<file path="config.mk">
export PLATFORM = sky130hd
export DESIGN_NAME = alu_result_buffer
export DESIGN_NICKNAME = d
export VERILOG_FILES = /design/src/rtl/alu_defs_pkg.sv /design/src/rtl/alu_flag_normalize.sv /design/src/rtl/alu_result_buffer.sv
export SDC_FILE = /design/constraint.sdc
export NUM_CORES = 1
export LEC_CHECK = 0
export ABC_AREA = 0
export CORE_MARGIN = 1
export CORE_UTILIZATION = 55
export CTS_CLUSTER_SIZE = 14
export DETAILED_ROUTE_END_ITERATION = 10
export PLACE_DENSITY = 0.81
export SLEW_MARGIN = 5
export SYNTH_ARGS = -nofsm -noshare
export SYNTH_HDL_FRONTEND = slang
export SYNTH_SLANG_ARGS = --single-unit
export TNS_END_PERCENT = 30
</file>
<file path="constraint.sdc">
create_clock -name clk -period 2.49 [get_ports clk]
set_clock_uncertainty 0.2 [all_clocks]
set_input_delay 0.6225 -clock clk [delete_from_list [all_inputs] [get_ports clk]]
set_output_delay 0.6225 -clock clk [all_outputs]
set_load 0.03 [all_outputs]
</file>
<file path="src/rtl/alu_defs_pkg.sv">
// Shared ALU definitions: command encodings, widths and the packed result entry
// exchanged between the ALU and its writeback buffer.
package alu_defs_pkg;

    localparam int ALU_OP_W   = 3;
    localparam int ALU_DATA_W = 32;
    localparam int ALU_TAG_W  = 5;

    typedef enum logic [ALU_OP_W-1:0] {
        ALU_ADD  = 3'd0,
        ALU_SUB  = 3'd1,
        ALU_XOR  = 3'd2,
        ALU_SLT  = 3'd3,
        ALU_AND  = 3'd4,
        ALU_NAND = 3'd5,
        ALU_NOR  = 3'd6,
        ALU_OR   = 3'd7
    } alu_op_e;

    typedef struct packed {
        logic [ALU_OP_W-1:0]   op;
        logic [ALU_TAG_W-1:0]  tag;
        logic [ALU_DATA_W-1:0] result;
        logic                  carryout;
        logic                  zero;
        logic                  overflow;
    } alu_entry_t;

endpackage

</file>
<file path="src/rtl/alu_flag_normalize.sv">
// Flag cleanup on the buffer push path: SLT flags come from an internal subtract
// and are replaced; every other command passes its flags through untouched.
module alu_flag_normalize
    import alu_defs_pkg::*;
#(
    parameter int WIDTH = ALU_DATA_W
) (
    input  logic [ALU_OP_W-1:0] op,
    input  logic [WIDTH-1:0]    result,
    input  logic                carryout,
    input  logic                zero,
    input  logic                overflow,
    output logic                norm_carryout,
    output logic                norm_zero,
    output logic                norm_overflow
);

    logic is_slt;

    always_comb begin
        is_slt        = (op == ALU_SLT);
        norm_carryout = carryout;
        norm_zero     = zero;
        norm_overflow = overflow;
        if (is_slt) begin
            norm_carryout = 1'b0;
            norm_overflow = 1'b0;
            norm_zero     = (result == '0);
        end
    end

endmodule

</file>
<file path="src/rtl/alu_result_buffer.sv">
// Two-entry in-order buffer between the ALU and writeback, with registered
// head outputs, registered in_ready and a sticky overflow status bit.
module alu_result_buffer
    import alu_defs_pkg::*;
#(
    parameter int WIDTH = ALU_DATA_W,
    parameter int TAG_W = ALU_TAG_W
) (
    input  logic                clk,
    input  logic                reset_n,
    input  logic                in_valid,
    output logic                in_ready,
    input  logic [ALU_OP_W-1:0] in_op,
    input  logic [WIDTH-1:0]    in_result,
    input  logic                in_carryout,
    input  logic                in_zero,
    input  logic                in_overflow,
    input  logic [TAG_W-1:0]    in_tag,
    output logic                out_valid,
    input  logic                out_ready,
    output logic [WIDTH-1:0]    out_result,
    output logic                out_carryout,
    output logic                out_zero,
    output logic                out_overflow,
    output logic [TAG_W-1:0]    out_tag,
    output logic [ALU_OP_W-1:0] out_op,
    output logic                sticky_overflow,
    input  logic                clear_sticky
);

    logic [1:0] count_reg, count_next;
    logic       wr_ptr_reg, rd_ptr_reg, rd_ptr_next;
    logic       out_valid_reg, in_ready_reg, sticky_reg;
    logic       push, pop;
    logic       norm_carryout, norm_zero, norm_overflow;
    alu_entry_t entry_reg [2];
    alu_entry_t head_reg, head_next, push_entry;

    alu_flag_normalize #(.WIDTH(WIDTH)) u_norm (
        .op            (in_op),
        .result        (in_result),
        .carryout      (in_carryout),
        .zero          (in_zero),
        .overflow      (in_overflow),
        .norm_carryout (norm_carryout),
        .norm_zero     (norm_zero),
        .norm_overflow (norm_overflow)
    );

    always_comb begin
        push_entry          = '0;
        push_entry.op       = in_op;
        push_entry.tag      = in_tag;
        push_entry.result   = in_result;
        push_entry.carryout = norm_carryout;
        push_entry.zero     = norm_zero;
        push_entry.overflow = norm_overflow;
    end

    // Handshakes only look at registered state, so in_ready never depends on out_ready.
    assign push = in_valid && in_ready_reg;
    assign pop  = out_valid_reg && out_ready;

    always_comb begin
        count_next = count_reg;
        case ({push, pop})
            2'b10:   count_next = count_reg + 2'd1;
            2'b01:   count_next = count_reg - 2'd1;
            default: count_next = count_reg;
        endcase
    end

    assign rd_ptr_next = rd_ptr_reg ^ pop;

    // Next head: a slot written this cycle is not yet in entry_reg, so bypass it.
    always_comb begin
        if (push && (wr_ptr_reg == rd_ptr_next))
            head_next = push_entry;
        else
            head_next = entry_reg[rd_ptr_next];
    end

    always_ff @(posedge clk or negedge reset_n) begin
        if (!reset_n) begin
            count_reg     <= 2'd0;
            wr_ptr_reg    <= 1'b0;
            rd_ptr_reg    <= 1'b0;
            out_valid_reg <= 1'b0;
            in_ready_reg  <= 1'b1;
            sticky_reg    <= 1'b0;
            head_reg      <= '0;
            for (int i = 0; i < 2; i++)
                entry_reg[i] <= '0;
        end else begin
            count_reg     <= count_next;
            rd_ptr_reg    <= rd_ptr_next;
            wr_ptr_reg    <= wr_ptr_reg ^ push;
            out_valid_reg <= (count_next != 2'd0);
            in_ready_reg  <= (count_next < 2'd2);
            if (push)
                entry_reg[wr_ptr_reg] <= push_entry;
            // Data outputs keep their last value once the buffer drains.
            if (count_next != 2'd0)
                head_reg <= head_next;
            if (pop && head_reg.overflow)
                sticky_reg <= 1'b1;
            else if (clear_sticky)
                sticky_reg <= 1'b0;
        end
    end

    assign in_ready        = in_ready_reg;
    assign out_valid       = out_valid_reg;
    assign out_result      = head_reg.result;
    assign out_carryout    = head_reg.carryout;
    assign out_zero        = head_reg.zero;
    assign out_overflow    = head_reg.overflow;
    assign out_tag         = head_reg.tag;
    assign out_op          = head_reg.op;
    assign sticky_overflow = sticky_reg;

endmodule

</file>
== Word-level counts from Yosys, hierarchy flattened ==
Index checks and enable logic that the tools add are counted.
Storage, ports and cells
  bits in registers: 136
  bits of input ports: 48
  output and inout port bits: 46
  logic and storage cells: 59
Operators by class
  add/subtract/negate cells: 2
  magnitude comparators: 4
  equality and inequality tests: 4
  multiplexer cells: 13
  bitwise gates (word level): 4
  reduce and logical (&&, ||, !) cells: 8
Operators with widths (count)
  43-bit 2-to-1 mux: 5
  86-bit bitwise mux: 1
  43-bit demux with 1-bit select: 1
  32-bit zero test: 1
  1-bit logical AND: 5
  1-bit 2-to-1 mux: 5
  2-bit >= comparator (second input constant): 2
  1-bit inverter with 2-bit output: 2
  2-bit one-hot mux with 2 select lines: 1
  2-bit nonzero test: 2
  3-bit by 2-bit equality test with 1-bit output (second input constant): 1
  2-bit by 1-bit adder with 2-bit output (second input constant): 1
  2-bit by 1-bit equality test with 1-bit output (second input constant): 1
  2-bit equality test (second input constant): 1
  2-bit by 1-bit < comparator with 1-bit output (second input constant): 1
  2-bit < comparator (second input constant): 1
  2-bit by 1-bit subtractor with 2-bit output (second input constant): 1
  1-bit XOR: 2
  1-bit equality test: 1

== Longest topological paths before layout ==
Gate-level depths: netlist of run 1.
  depth after elaboration: 7
  mapped depth: 9
  gate-level depth less buffers: 8

== By module ==
From an unflattened synthesis of run 1, not the netlist that was laid out.
Unflattened totals
  cells, all modules: 474
  area total of the unflattened synthesis: 6231.0 sq um
Modules (own cells, without submodules)
  alu_result_buffer: times used 1, cells an instance 459, area each 6107.1 sq um, sequential area each 3404.5 sq um
  alu_flag_normalize: times used 1, cells an instance 15, area each 123.9 sq um, sequential area each 0.0 sq um

== Worst setup path before layout of run 1 ==
No wires, ideal clock.
  path type: input port to flip-flop
  start: in out_ready
  end: reg head_reg, in the netlist out_result[10]
  library setup time: 92 ps
  arrival time: 2180 ps
  required time: 2198 ps
  slack: 18 ps
  cell stages on the path: 9
  path buffers: 2
  path through: nand2_1 -> inv_1 -> ha_1 -> nand2b_1 -> o22ai_1 -> buf_2 -> clkbuf_1 -> nand2_1 -> o31ai_2
Between the ends
  longest elaborated chain between the ends: 7
  elaborated cells between the ends (all ways): 13
  those cells by class: 3 x eq/ne; 5 x mux; 2 x bitwise; 3 x reduce/logical
RTL lines
  start: declaration: line alu_result_buffer.sv:20  | input logic out_ready,
  1-bit logical AND *: line alu_result_buffer.sv:62  | assign pop = out_valid_reg && out_ready;
  1-bit XOR: line alu_result_buffer.sv:73  | assign rd_ptr_next = rd_ptr_reg ^ pop;
  1-bit inverter with 2-bit output (not written as such): line alu_result_buffer.sv:80  | head_next = entry_reg[rd_ptr_next];
  43-bit 2-to-1 mux (not written as such) (3 in series): line alu_result_buffer.sv:80
  43-bit 2-to-1 mux: line alu_result_buffer.sv:77  | if (push && (wr_ptr_reg == rd_ptr_next))
  end signal: assignment: line alu_result_buffer.sv:104  | head_reg <= head_next;
  end: declaration: line alu_result_buffer.sv:37  | alu_entry_t head_reg, head_next, push_entry;
Mark *: on every way between the ends. The rest lies on a longest branch, timed or not. The select of a mux whose other input is x is not followed.
A chain may end at the register's enable or synchronous reset.

== Final worst setup path of run 1 ==
  start: reg in_ready_reg (netlist: in_ready)
  end: out in_ready
RTL lines
  start: declaration: line alu_result_buffer.sv:33  | logic out_valid_reg, in_ready_reg, sticky_reg;
  start signal: assignment: line alu_result_buffer.sv:99  | in_ready_reg <= (count_next < 2'd2);
  end: declaration: line alu_result_buffer.sv:12  | output logic in_ready,
No word-level cell between the ends.

==> results of run 1 <==
[per-layer routing]
layer	vias to the layer above	share of wire (%)	GRT usage, %
li1	2083	-	-
met1	2337	42	30.4
met2	98	52	44.1
met3	22	4.0	8.09
met4	0	1.8	8.44
met5	-	0	0
[logic make-up after synthesis]
family / count (synthesis)
AND/OR/NAND/NOR: 151
AO/OA/AOI/OAI: 89
flip-flops: 136
multiplexers: 89
buffers and inverters: 44
XOR/XNOR: 4
adder cells (fa/ha/maj): 3
[placed cells by master, fill, tap and decap left out, drive strengths merged, types with 5 or more instances in the layout]
cell,n
clkinv,5
nor2,43
clkdlybuf4s50,92
clkbuf,23
inv,8
nor4,8
mux2,88
nor2b,42
dfrtp,135
a211oi,42
o31ai,42
buf,51
nand2,50
[layout make-up]
class                           count  area share (%)
Inverter                            8           0.348
Clock inverter                      9            1.42
Sequential cell                   136            39.5
Multi-Input combinational cell    336            33.6
Tap cell                          143            2.07
Timing Repair Buffer              144            17.6
Antenna cell                        1          0.0290
Clock buffer                       23            5.43
[stage by stage]
stage          power, W  cell area, um2  setup TNS [ns]
6_report         0.0137            8620               0
5_1_grt          0.0145            8620               0
4_1_cts          0.0139            8610               0
3_5_place_dp     0.0113            8010          -15.85
3_3_place_gp     0.0109            8010          -11.07
2_1_floorplan   0.00889            6500               0
[repair_timing]
item | CTS | global route
hold buffers | 1 | 0
endpoints found under the hold margin | 42 | 0
gates resized for setup | 1 | 1
setup endpoints to repair | 1 | 1
[worst max path at each step]
stage	cells past startpoint	endpoint	slack (ns)
2_1_floorplan	9	out_result[10]$_DFFE_PN0P_	0.02
3_3_place_gp	8	out_zero$_DFFE_PN0P_	-0.44
3_5_place_dp	8	out_zero$_DFFE_PN0P_	-0.45
4_1_cts	1	in_ready	0.03
5_1_grt	9	out_result[17]$_DFFE_PN0P_	0.0008
6_report	1	in_ready	0.05
[power groups by stage]
stage	clock (W)	sequential, W	combinational [W]
2_1_floorplan	0	0.00467	0.00422
5_1_grt	0.00263	0.00422	0.00764
3_5_place_dp	0	0.00410	0.00717
4_1_cts	0.00254	0.00409	0.00723
3_3_place_gp	0	0.00403	0.00689
6_report	0.00251	0.00408	0.00716
==> reports/qor.log, run 1 <==
[sta] Pins Over Slew Limit 0
[routing] violation count after the first detailed-route iteration 217
[synthesis] dominant combinational cell family by area after synthesis compound AO/OA/AOI/OAI gates
[pwr] highest ir drop seen on vdd 0.986 mV
[clock_tree] clock transition at the registers of the reported paths 0.06 ns
[critical_path] RR Endpoint out_result[17]$_DFFE_PN0P_
[floorplan] Die W 111 um
[synthesis] synthesis-stage register bit count 136
[synthesis] area share of fa/ha/maj cells after synthesis 0.578%
[synthesis] post-synthesis sequential area ratio 52.4%
[cells_and_area] flip-flop count of the largest register after layout 86
[sta] final hold slack 0.279 ns
[worst_hold_path] source of the worst hold timing path out_result[22]$_DFFE_PN0P_
[critical_path] worst path buffer plus inverter count 1
[synthesis] synthesized netlist cell count 516
[run] number of maximum-capacitance constraint violations 0
[pwr] internal power contribution 0.00854 W
[placement] pre-CTS setup slack -0.446 ns
[critical_path] critical path's largest stage delay 0.66 ns
[cells_and_area] storage element area 0.00340 mm2
[critical_path] data arrival time of the critical path 1.61 ns
[pwr] standby leakage power 3.54 nW
[sta] Max Fclk 0.410 GHz
[floorplan] Die Y-Extent 111 um
[placement] Detail Placement HPWL 9660 um
[pwr] power spent charging and discharging nets 0.00521 W
[critical_path] ordered list of cells on the worst path clkdlybuf4s50_1
[floorplan] number of core rows 39
[synthesis] area share of xor/xnor cells in the synthesized design 0.828%
[critical_path] reg2reg path depth 7
[sta] crit path setup slack, layout 0.0539 ns
[synthesis] area fraction in compound gates after synthesis 16.1%
[global_routing] largest net degree at the start of global routing 54
[worst_hold_path] hold-critical path endpoint out_result[22]$_DFFE_PN0P_
[critical_path] kind of launch point of the worst setup path register
[clock_tree] number of buffers on the longest clock path 2
[synthesis] top post-synthesis cells by area sky130_fd_sc_hd__dfrtp_1 52%, sky130_fd_sc_hd__mux2_2 15%, sky130_fd_sc_hd__a211oi_2 7.5%, sky130_fd_sc_hd__o31ai_2 7.1%, sky130_fd_sc_hd__nor2b_1 4.0%
[routing] Total Wirelength 14600 um
[pwr] portion of total power attributed to combinational logic 52.1%
[clock_tree] clock tree from TritonCTS built
[clock_tree] number of H-tree branching levels 4
[sta] fin crit period 2.44 ns
[critical_path] kind of critical path register to output pin
[routing] mean number of vias per cell 5.68
[cells_and_area] area grow syn2layout 32.7%
[synthesis] Post-synth EDFFs 0
[critical_path] cell at the slowest stage of the critical path sky130_fd_sc_hd__clkdlybuf4s50_1
[synthesis] most instantiated cells after synthesis 135 x sky130_fd_sc_hd__dfrtp_1, 87 x sky130_fd_sc_hd__mux2_2, 50 x sky130_fd_sc_hd__nand2_1
[pwr] proportion of power drawn by the clock network 18.2%
[worst_hold_path] Hold/Removal Path Class register to register
[routing] DRC violation count after routing 0
[synthesis] most area-hungry cell type in the Yosys netlist sky130_fd_sc_hd__dfrtp_1
[synthesis] leading cell type by number of instances after synthesis sky130_fd_sc_hd__dfrtp_1
[routing] remaining number of nets flagged by the antenna check after routing 0
[global_routing] total grt overflow 0
[global_routing] GRT Total Usage 25.6%
[pwr] switching power as a share of total power 37.9%
[cells_and_area] filler cell count 758
[global_routing] initial antenna violation count 1
[critical_path] Worst Setup SP in_ready$_DFF_PN1_
[clock_tree] insertion delay to the later sink of the worst-skew pair 0.42 ns
[global_routing] number of global-route vias before repair 4822
[cells_and_area] number of standard cells in the final layout excluding fillers 800
[pwr] power density cells 1590 mW/mm2
[synthesis] fraction of synthesis flops using an asynchronous set or reset pin 100%
[placement] final weighted congestion in routability-driven placement 0.776
[sta] setup repair after global routing missed its margin no
[routing] average wire per cell in the routed design 18.2 um
[floorplan] top-level I/O count 94
[placement] placed insts 766
[synthesis] post-synthesis simple-gate area fraction 11.0%
[floorplan] Die Footprint 0.0123 mm2
[clock_tree] clk sinks 136
[worst_hold_path] WHS Path Cells 2
[critical_path] Worst R2R Setup Slack 0.34 ns
[synthesis] post-synth top area share 52.0%
[critical_path] highest fanout seen on the critical path 2
[routing] total via count in the routed design 4540
[critical_path] critical path required time 1.67 ns
[synthesis] Synth Area per Inst 12.6 um2
[routing] iteration count of the initial detailed-routing pass 4
[synthesis] yosys synthesis warning count 0
[sta] Worst Tran Pin Value 0.434 ns
[clock_tree] total setup buffers inserted after CTS 0
[clock_tree] TritonCTS buffer count 17
[synthesis] most frequently used flop master after synthesis sky130_fd_sc_hd__dfrtp_1
[critical_path] cell family contributing the most delay on the critical path buffers and inverters
[sta] fraction of the cycle the final worst path needs 97.8%
[placement] Port Buffers 93
[cells_and_area] net total in the final layout 694
[outcome] run status completed
[synthesis] fraction of synthesized area in multiplexers 15.7%
[sta] Final Hold Fails 0
[synthesis] total standard cell area after synthesis 0.00650 mm2
[synthesis] library cells used by synthesis 32
[synthesis] number of nets produced by synthesis 567
[cells_and_area] proportion of layout cells with a drive suffix above 1 38.3%
[global_routing] global-route wire length before repair 24500 um
[floorplan] initial core utilization 56.7%
[clock_tree] Clock Tree Root sky130_fd_sc_hd__clkbuf_16
[sta] Slew headroom 71.1%
[critical_path] worst r2r src in_ready$_DFF_PN1_
[critical_path] CP Capture Type output pin
[cells_and_area] total area of multi-input combinational cells 0.00290 mm2
[pwr] Seq pwr share 29.7%
[cells_and_area] final core occ 75.2%
[sta] Setup-failing EPs final 0
[floorplan] core outline area 0.0115 mm2
Note: power is estimated with default switching activity, not from simulation.
==> run 2: changes to the inputs <==
--- a/config.mk
+++ b/config.mk
@@ -8,2 +8,3 @@
 export ABC_AREA = 0
+export CORE_ASPECT_RATIO = 1.75
 export CORE_MARGIN = 1
--- a/constraint.sdc
+++ b/constraint.sdc
@@ -4,2 +4,2 @@
 set_output_delay 0.6225 -clock clk [all_outputs]
-set_load 0.03 [all_outputs]
+set_load 0.02 [all_outputs]
==> run 2 against run 1 <==
- the flow now finishes with violations (DRC)
- register-to-register slack worse by 0.02 ns
- cell count is 0.75% lower
- critical path depth is 8 higher
- critical endpoint is now out_result[1]$_DFFE_PN0P_
- largest power group unchanged
- setup slack better by 0.056 ns
- combinational power is 3% lower
- cell area is 0.15% higher
- non-clock buffer count is 3 higher
- die area is 0.14% higher
- sequential cell count stayed put
- utilization is 0.21 points lower
==> reports/qor.log, run 2 (synthesized netlist as in run 1, its figures left out) <==
[cells_and_area] final core occ 75.0% [-0.21 points]
[critical_path] ordered list of cells on the worst path clkdlybuf4s50_1, nand2_1, inv_1, ha_1, xnor2_1, o22ai_4, buf_12, buf_12, o31ai_2
[cells_and_area] leading cell types in the layout, fill and taps excluded 135 x sky130_fd_sc_hd__dfrtp_1, 92 x sky130_fd_sc_hd__clkdlybuf4s50_1, 87 x sky130_fd_sc_hd__mux2_2
[sta] Slew headroom 65.2% [-5.8 points]
[global_routing] global-route wire length before repair 25000 um [+2.0%]
[floorplan] Die W 84.2 um [-24%]
[clock_tree] number of H-tree branching levels 4 [unchanged]
[sta] Final Hold Fails 0 [unchanged]
[clock_tree] number of buffers on the longest clock path 2 [unchanged]
[global_routing] largest net degree at the start of global routing 55 [+1.9%]
[global_routing] total grt overflow 0 [unchanged]
[routing] iteration count of the initial detailed-routing pass 7 [+3]
[routing] remaining number of nets flagged by the antenna check after routing 0 [unchanged]
[routing] Total Wirelength 14800 um [+1.5%]
[routing] average wire per cell in the routed design 18.6 um [+2.3%]
[sta] Pins Over Slew Limit 0 [unchanged]
[pwr] highest ir drop seen on vdd 0.840 mV [-15%]
[floorplan] top-level I/O count 94 [unchanged]
[sta] setup repair after global routing missed its margin no
[routing] total via count in the routed design 4542 [+0.044%]
[cells_and_area] proportion of layout cells with a drive suffix above 1 39.2% [+0.89 points]
[clock_tree] clk sinks 136 [unchanged]
[critical_path] critical path required time 2.60 ns [+0.93 ns]
[placement] Detail Placement HPWL 10000 um [+3.8%]
[sta] Worst Tran Pin Value 0.521 ns [+0.0871 ns]
[clock_tree] clock tree from TritonCTS built
[cells_and_area] most common library cell in the layout ignoring fill and taps sky130_fd_sc_hd__dfrtp_1
[placement] placed insts 761 [-0.65%]
[sta] Max Fclk 0.420 GHz [+2.3%]
[clock_tree] total setup buffers inserted after CTS 0 [unchanged]
[sta] Setup-failing EPs final 0 [unchanged]
[floorplan] Die Y-Extent 146 um [+32%]
[global_routing] initial antenna violation count 0 [-1]
[run] number of maximum-capacitance constraint violations 0 [unchanged]
[clock_tree] Clock Tree Root sky130_fd_sc_hd__clkbuf_16
[critical_path] CP Capture Type register
[cells_and_area] flip-flop count of the largest register after layout 86 [unchanged]
[sta] fraction of the cycle the final worst path needs 95.6% [-2.2 points]
[routing] DRC violation count after routing 10 [+10]
[routing] violation count after the first detailed-route iteration 200 [-7.8%]
[clock_tree] TritonCTS buffer count 17 [unchanged]
[placement] Port Buffers 93 [unchanged]
[global_routing] GRT Total Usage 26.2% [+0.59 points]
[critical_path] most frequent cell on the critical path sky130_fd_sc_hd__buf_12
[routing] mean number of vias per cell 5.72 [+0.80%]
[critical_path] data arrival time of the critical path 2.49 ns [+0.88 ns]
[clock_tree] clock transition at the registers of the reported paths 0.06 ns [about the same]
[critical_path] cell at the slowest stage of the critical path sky130_fd_sc_hd__clkdlybuf4s50_1
[critical_path] kind of launch point of the worst setup path primary input
[outcome] violations in the final reports DRC
[pwr] standby leakage power 3.54 nW [about the same]
[critical_path] critical path's largest stage delay 0.41 ns [-0.25 ns]
[cells_and_area] count of inserted antenna diode cells 0 [-1]
[outcome] run status finished, violations left
[cells_and_area] area grow syn2layout 32.9%
[cells_and_area] number of standard cells in the final layout excluding fillers 794 [-0.75%]
[pwr] power density cells 1560 mW/mm2 [-1.9%]
[cells_and_area] net total in the final layout 697 [+0.43%]
[worst_hold_path] Hold/Removal Path Class register to register
[critical_path] kind of critical path primary input to register
[clock_tree] insertion delay to the later sink of the worst-skew pair 0.41 ns [about the same]
[pwr] PnR Total Power 0.0135 W [-1.8%]
[floorplan] core outline area 0.0115 mm2 [+0.43%]
[sta] fin crit period 2.38 ns [-0.0556 ns]
[floorplan] Die Footprint 0.0123 mm2 [+0.14%]
[floorplan] number of core rows 52 [+33%]
[placement] final weighted congestion in routability-driven placement 0.788 [+1.5%]
[sta] total negative slack for setup checks 0 ns [unchanged]
[floorplan] initial core utilization 56.4% [-0.24 points]
[global_routing] number of global-route vias before repair 5020 [+4.1%]
[critical_path] highest fanout seen on the critical path 12 [+10]
run 2: cell types whose count changed in the layout (fill, tap and decap cells not counted), moves of 2 or more:
cell / change
sky130_fd_sc_hd__buf_4: +2
sky130_fd_sc_hd__clkbuf_1: -4
sky130_fd_sc_hd__clkbuf_8: -2
sky130_fd_sc_hd__clkinv_2: -2
sky130_fd_sc_hd__clkinv_4: +3
sky130_fd_sc_hd__clkinvlp_4: +5
run 2: repair_timing:
action                                 4_1_cts  5_1_grt
setup endpoints to repair                    0        2
endpoints found under the hold margin       51        0
hold buffers                                 1        0
gates resized for setup                      0        2
run 2: path summary, 6_finish.rpt:
check / from / end / slack [ns] / cells after the start
max in group asynchronous: reset_n / out_result[24]$_DFFE_PN0P_ / 0.88 / 3
hold / removal: out_result[3]$_DFFE_PN0P_ / out_result[3]$_DFFE_PN0P_ / 0.28 / 2
hold reg to reg: out_result[3]$_DFFE_PN0P_ / out_result[3]$_DFFE_PN0P_ / 0.28 / 2
min in group asynchronous: reset_n / out_tag[3]$_DFFE_PN0P_ / 0.54 / 2
setup / recovery: out_ready / out_result[1]$_DFFE_PN0P_ / 0.11 / 9
setup reg to reg: out_valid$_DFF_PN0_ / out_result[1]$_DFFE_PN0P_ / 0.32 / 8
run 2: final cells by class:
class | count | area, um2
multi-input combinational | 336 | 2900
timing repair buffer | 147 | 1550
clock inverter | 15 | 155
clock buffer | 17 | 425
sequential | 136 | 3400
inverter | 8 | 30.0
tap | 135 | 169
fill | 750 | 2880
run 2: worst max-delay path, delay by kind of cell:
family	cells	cell delay [ns]
adders and majority gates	1	0.24
and+or+nand+nor	1	0.16
AOI/OAI and AO/OA	2	0.40
buffers and inverters	4	0.81
xor gates and xnor gates	1	0.25
run 2: per-stage QoR:
step                      worst slack, ns  area, um2  hold slack [ns]
after floorplan                    0.0233       6500            0.127
final                               0.109       8640            0.282
after detailed placement           -0.313       8030            0.274
after global routing               0.0123       8640            0.307
after CTS                          0.0916       8620            0.287
after global placement             -0.309       8030            0.268
run 2: metal layers:
metal | track usage [%] | share of wire [%] | up-vias | routed length (um)
li1 | - | - | 2087 | -
met1 | 30.5 | 40 | 2338 | 5870
met2 | 46.3 | 55 | 97 | 8200
met3 | 5.45 | 3.2 | 20 | 474
met4 | 11.6 | 1.7 | 0 | 249
met5 | 0 | 0 | - | 0
run 2: power by group:
group / internal [W] / switching, W
sequential: 0.00342 / 0.000676
combinational: 0.00360 / 0.00338
clock: 0.00147 / 0.000960
total: 0.00849 / 0.00501
==> run 3: changes to the inputs <==
- CORE_UTILIZATION: 55 -> 56
- CTS_BUF_LIST: not set -> sky130_fd_sc_hd__clkbuf_8
- PLACE_DENSITY: 0.81 -> 0.82
==> run 3 against run 2 <==
- the run now ends clean
- non-clock buffer count unchanged
- maximum frequency fell by 1.4%
- worst hold slack improved by 0.00091 ns
- routed wire length down 0.26%
- register-to-register slack about the same
- cell count decreased by 0.38%
- first-iteration DRC count decreased by 7.5%
- setup slack got worse by 0.034 ns
- count of clock-buffer cells in the layout up 1
- die area fell by 1.8%
- sequential cell count unchanged
- clock power down 23%
- largest power group unchanged
==> reports/qor.log, run 3 (synthesized netlist as in run 1, its figures left out) <==
[sta] final hold slack 0.283 ns [+0.000912 ns]
[placement] placed insts 758 [-0.39%]
[clock_tree] clock transition at the registers of the reported paths 0.07 ns [about the same]
[placement] Port Buffers 93 [unchanged]
[critical_path] critical path depth 1 [-8]
[cells_and_area] number of standard cells in the final layout excluding fillers 791 [-0.38%]
[sta] Slew headroom 69.9% [+4.7 points]
[critical_path] ordered list of cells on the worst path clkdlybuf4s50_1
[critical_path] data arrival time of the critical path 1.59 ns [-0.90 ns]
[floorplan] initial core utilization 57.8% [+1.4 points]
[cells_and_area] net total in the final layout 697 [unchanged]
[pwr] power spent charging and discharging nets 0.00490 W [-2.3%]
[critical_path] CP Capture Type output pin
[clock_tree] Clock Tree Root sky130_fd_sc_hd__clkbuf_8
[critical_path] RR Endpoint out_result[20]$_DFFE_PN0P_
[cells_and_area] proportion of layout cells with a drive suffix above 1 38.4% [-0.76 points]
[critical_path] cell at the slowest stage of the critical path sky130_fd_sc_hd__clkdlybuf4s50_1
[pwr] proportion of power drawn by the clock network 14.4% [-3.6 points]
[clock_tree] insertion delay to the later sink of the worst-skew pair 0.44 ns [+0.03 ns]
[critical_path] worst r2r src out_valid$_DFF_PN0_
[floorplan] Die Footprint 0.0121 mm2 [-1.8%]
[pwr] switching power as a share of total power 38.1% [+0.95 points]
[pwr] power density cells 1530 mW/mm2 [-2.1%]
[critical_path] cell family contributing the most delay on the critical path buffers and inverters
[outcome] run status completed
[cells_and_area] most common library cell in the layout ignoring fill and taps sky130_fd_sc_hd__dfrtp_1
[pwr] portion of total power attributed to combinational logic 53.7% [+2.0 points]
[sta] Max Fclk 0.414 GHz [-1.4%]
[floorplan] number of core rows 51 [-1.9%]
[sta] Final Hold Fails 0 [unchanged]
[sta] fraction of the cycle the final worst path needs 97.0% [+1.4 points]
[critical_path] reg2reg path depth 8 [unchanged]
[run] number of maximum-capacitance constraint violations 0 [unchanged]
[sta] Setup-failing EPs final 0 [unchanged]
[critical_path] worst path buffer plus inverter count 1 [-3]
[clock_tree] clk sinks 136 [unchanged]
[pwr] internal power contribution 0.00797 W [-6.2%]
[routing] Total Wirelength 14800 um [-0.26%]
[routing] mean number of vias per cell 5.72 [about the same]
[critical_path] kind of launch point of the worst setup path register
[clock_tree] TritonCTS buffer count 17 [unchanged]
[cells_and_area] final core occ 74.9% [-0.13 points]
[clock_tree] clock tree from TritonCTS built
[sta] crit path setup slack, layout 0.0755 ns [-0.0340 ns]
[global_routing] total grt overflow 0 [unchanged]
[global_routing] initial antenna violation count 0 [unchanged]
[routing] total via count in the routed design 4528 [-0.31%]
[routing] iteration count of the initial detailed-routing pass 4 [-3]
[routing] remaining number of nets flagged by the antenna check after routing 0 [unchanged]
[pwr] highest ir drop seen on vdd 1.64 mV [+95%]
[cells_and_area] area grow syn2layout 29.4%
[critical_path] critical path required time 1.67 ns [-0.93 ns]
[floorplan] Die W 83.4 um [-0.88%]
[critical_path] critical path's largest stage delay 0.60 ns [+0.19 ns]
[global_routing] global-route wire length before repair 24300 um [-2.8%]
[sta] Pins Over Slew Limit 0 [unchanged]
[placement] final weighted congestion in routability-driven placement 0.777 [-1.4%]
[sta] fin crit period 2.41 ns [+0.0340 ns]
[pwr] Seq pwr share 31.8% [+1.5 points]
[global_routing] number of global-route vias before repair 4863 [-3.1%]
[placement] Detail Placement HPWL 10000 um [-0.27%]
[global_routing] GRT Total Usage 26.1% [-0.088 points]
[critical_path] highest fanout seen on the critical path 2 [-10]
[cells_and_area] filler cell count 715 [-4.7%]
[critical_path] kind of critical path register to output pin
[pwr] standby leakage power 3.47 nW [-2.0%]
[critical_path] destination of the critical timing path in_ready
[floorplan] Die Y-Extent 144 um [-0.88%]
[cells_and_area] leading cell types in the layout, fill and taps excluded 135 x sky130_fd_sc_hd__dfrtp_1, 92 x sky130_fd_sc_hd__clkdlybuf4s50_1, 87 x sky130_fd_sc_hd__mux2_2
[floorplan] top-level I/O count 94 [unchanged]
[placement] pre-CTS setup slack -0.316 ns [-0.00334 ns]
[clock_tree] number of buffers on the longest clock path 2 [unchanged]
[critical_path] Worst Setup SP in_ready$_DFF_PN1_
[routing] average wire per cell in the routed design 18.7 um [+0.11%]
[sta] Worst Tran Pin Value 0.447 ns [-0.0744 ns]
[cells_and_area] count of inserted antenna diode cells 0 [unchanged]
[routing] DRC violation count after routing 0 [-10]
[worst_hold_path] Hold/Removal Path Class register to register
[cells_and_area] flip-flop count of the largest register after layout 86 [unchanged]
[global_routing] largest net degree at the start of global routing 59 [+7.3%]
[sta] setup repair after global routing missed its margin no
[clock_tree] number of H-tree branching levels 4 [unchanged]
[critical_path] Worst R2R Setup Slack 0.31 ns [about the same]
[sta] total negative slack for setup checks 0 ns [unchanged]
[floorplan] core outline area 0.0112 mm2 [-2.5%]
[routing] violation count after the first detailed-route iteration 185 [-7.5%]
[run 3: cell types whose count changed in the layout (fill, tap and decap cells not counted)]
cell,before,now
sky130_fd_sc_hd__nor4_1,6,8
sky130_fd_sc_hd__inv_1,8,11
sky130_fd_sc_hd__clkinv_4,3,2
sky130_fd_sc_hd__bufinv_16,2,3
sky130_fd_sc_hd__clkbuf_8,0,18
sky130_fd_sc_hd__buf_4,36,39
sky130_fd_sc_hd__clkbuf_16,17,0
sky130_fd_sc_hd__clkinvlp_4,6,2
sky130_fd_sc_hd__nor4_2,2,0
sky130_fd_sc_hd__buf_12,17,14
[run 3: final cells by class]
| type | count | area [um2] | share of cell area [%] |
|---|---|---|---|
| clock inverter | 14 | 158 | 1.88 |
| timing repair buffer | 147 | 1520 | 18.0 |
| inverter | 8 | 30.0 | 0.357 |
| multi-input combinational | 336 | 2890 | 34.3 |
| clock buffer | 18 | 248 | 2.95 |
| tap | 132 | 165 | 1.96 |
| sequential | 136 | 3400 | 40.5 |
[run 3: stage by stage]
step | power (W) | cell area [um2]
5_1_grt | 0.0136 | 8410
3_5_place_dp | 0.0111 | 7990
4_1_cts | 0.0130 | 8410
6_report | 0.0129 | 8410
3_3_place_gp | 0.0107 | 7990
2_1_floorplan | 0.00861 | 6500
[run 3: worst reg2reg max path, stage by stage, from the launching register on]
cell and delay [ns]:
sky130_fd_sc_hd__dfrtp_1 0.41, sky130_fd_sc_hd__nand2_1 0.18, sky130_fd_sc_hd__inv_1 0.09, sky130_fd_sc_hd__ha_1 0.24
sky130_fd_sc_hd__xnor2_1 0.24, sky130_fd_sc_hd__o22ai_4 0.13, sky130_fd_sc_hd__buf_12 0.17, sky130_fd_sc_hd__buf_12 0.17
sky130_fd_sc_hd__o31ai_2 0.26
[run 3: layer usage]
metal,track usage [%],vias up,part of all wire [%]
met5,0,-,0
met1,30.0,2297,40
met4,13.1,0,3.6
met3,5.76,46,3.1
li1,-,2085,-
met2,46.1,100,53
[run 3: power by group through the flow]
stage,registers (W),clock network [W],logic [W]
6_report,0.00409,0.00186,0.00691
5_1_grt,0.00422,0.00199,0.00740
4_1_cts,0.00409,0.00189,0.00697
3_5_place_dp,0.00412,0,0.00694
3_3_place_gp,0.00405,0,0.00665
2_1_floorplan,0.00439,0,0.00422
[run 3: worst min path at each step]
| stage | start | end | slack (ns) | cells past startpoint |
|---|---|---|---|---|
| after global routing | out_result[0]$_DFFE_PN0P_ | out_result[0]$_DFFE_PN0P_ | 0.31 | 2 |
| final | out_tag[4]$_DFFE_PN0P_ | out_tag[4]$_DFFE_PN0P_ | 0.28 | 2 |
| after global placement | out_tag[4]$_DFFE_PN0P_ | out_tag[4]$_DFFE_PN0P_ | 0.26 | 2 |
| after CTS | out_result[2]$_DFFE_PN0P_ | out_result[2]$_DFFE_PN0P_ | 0.29 | 2 |
| after detailed placement | out_result[2]$_DFFE_PN0P_ | out_result[2]$_DFFE_PN0P_ | 0.27 | 2 |
| after floorplan | reset_n | count_reg[0]$_DFF_PN0_ | 0.13 | 0 |
[run 3: repair_timing]
action / 4_1_cts / 5_1_grt
setup buffers: 0 / 0
endpoints found under the hold margin: 25 / 0
resized for setup: 0 / 0
endpoints found under the setup margin: 0 / 0
hold buffers: 1 / 0
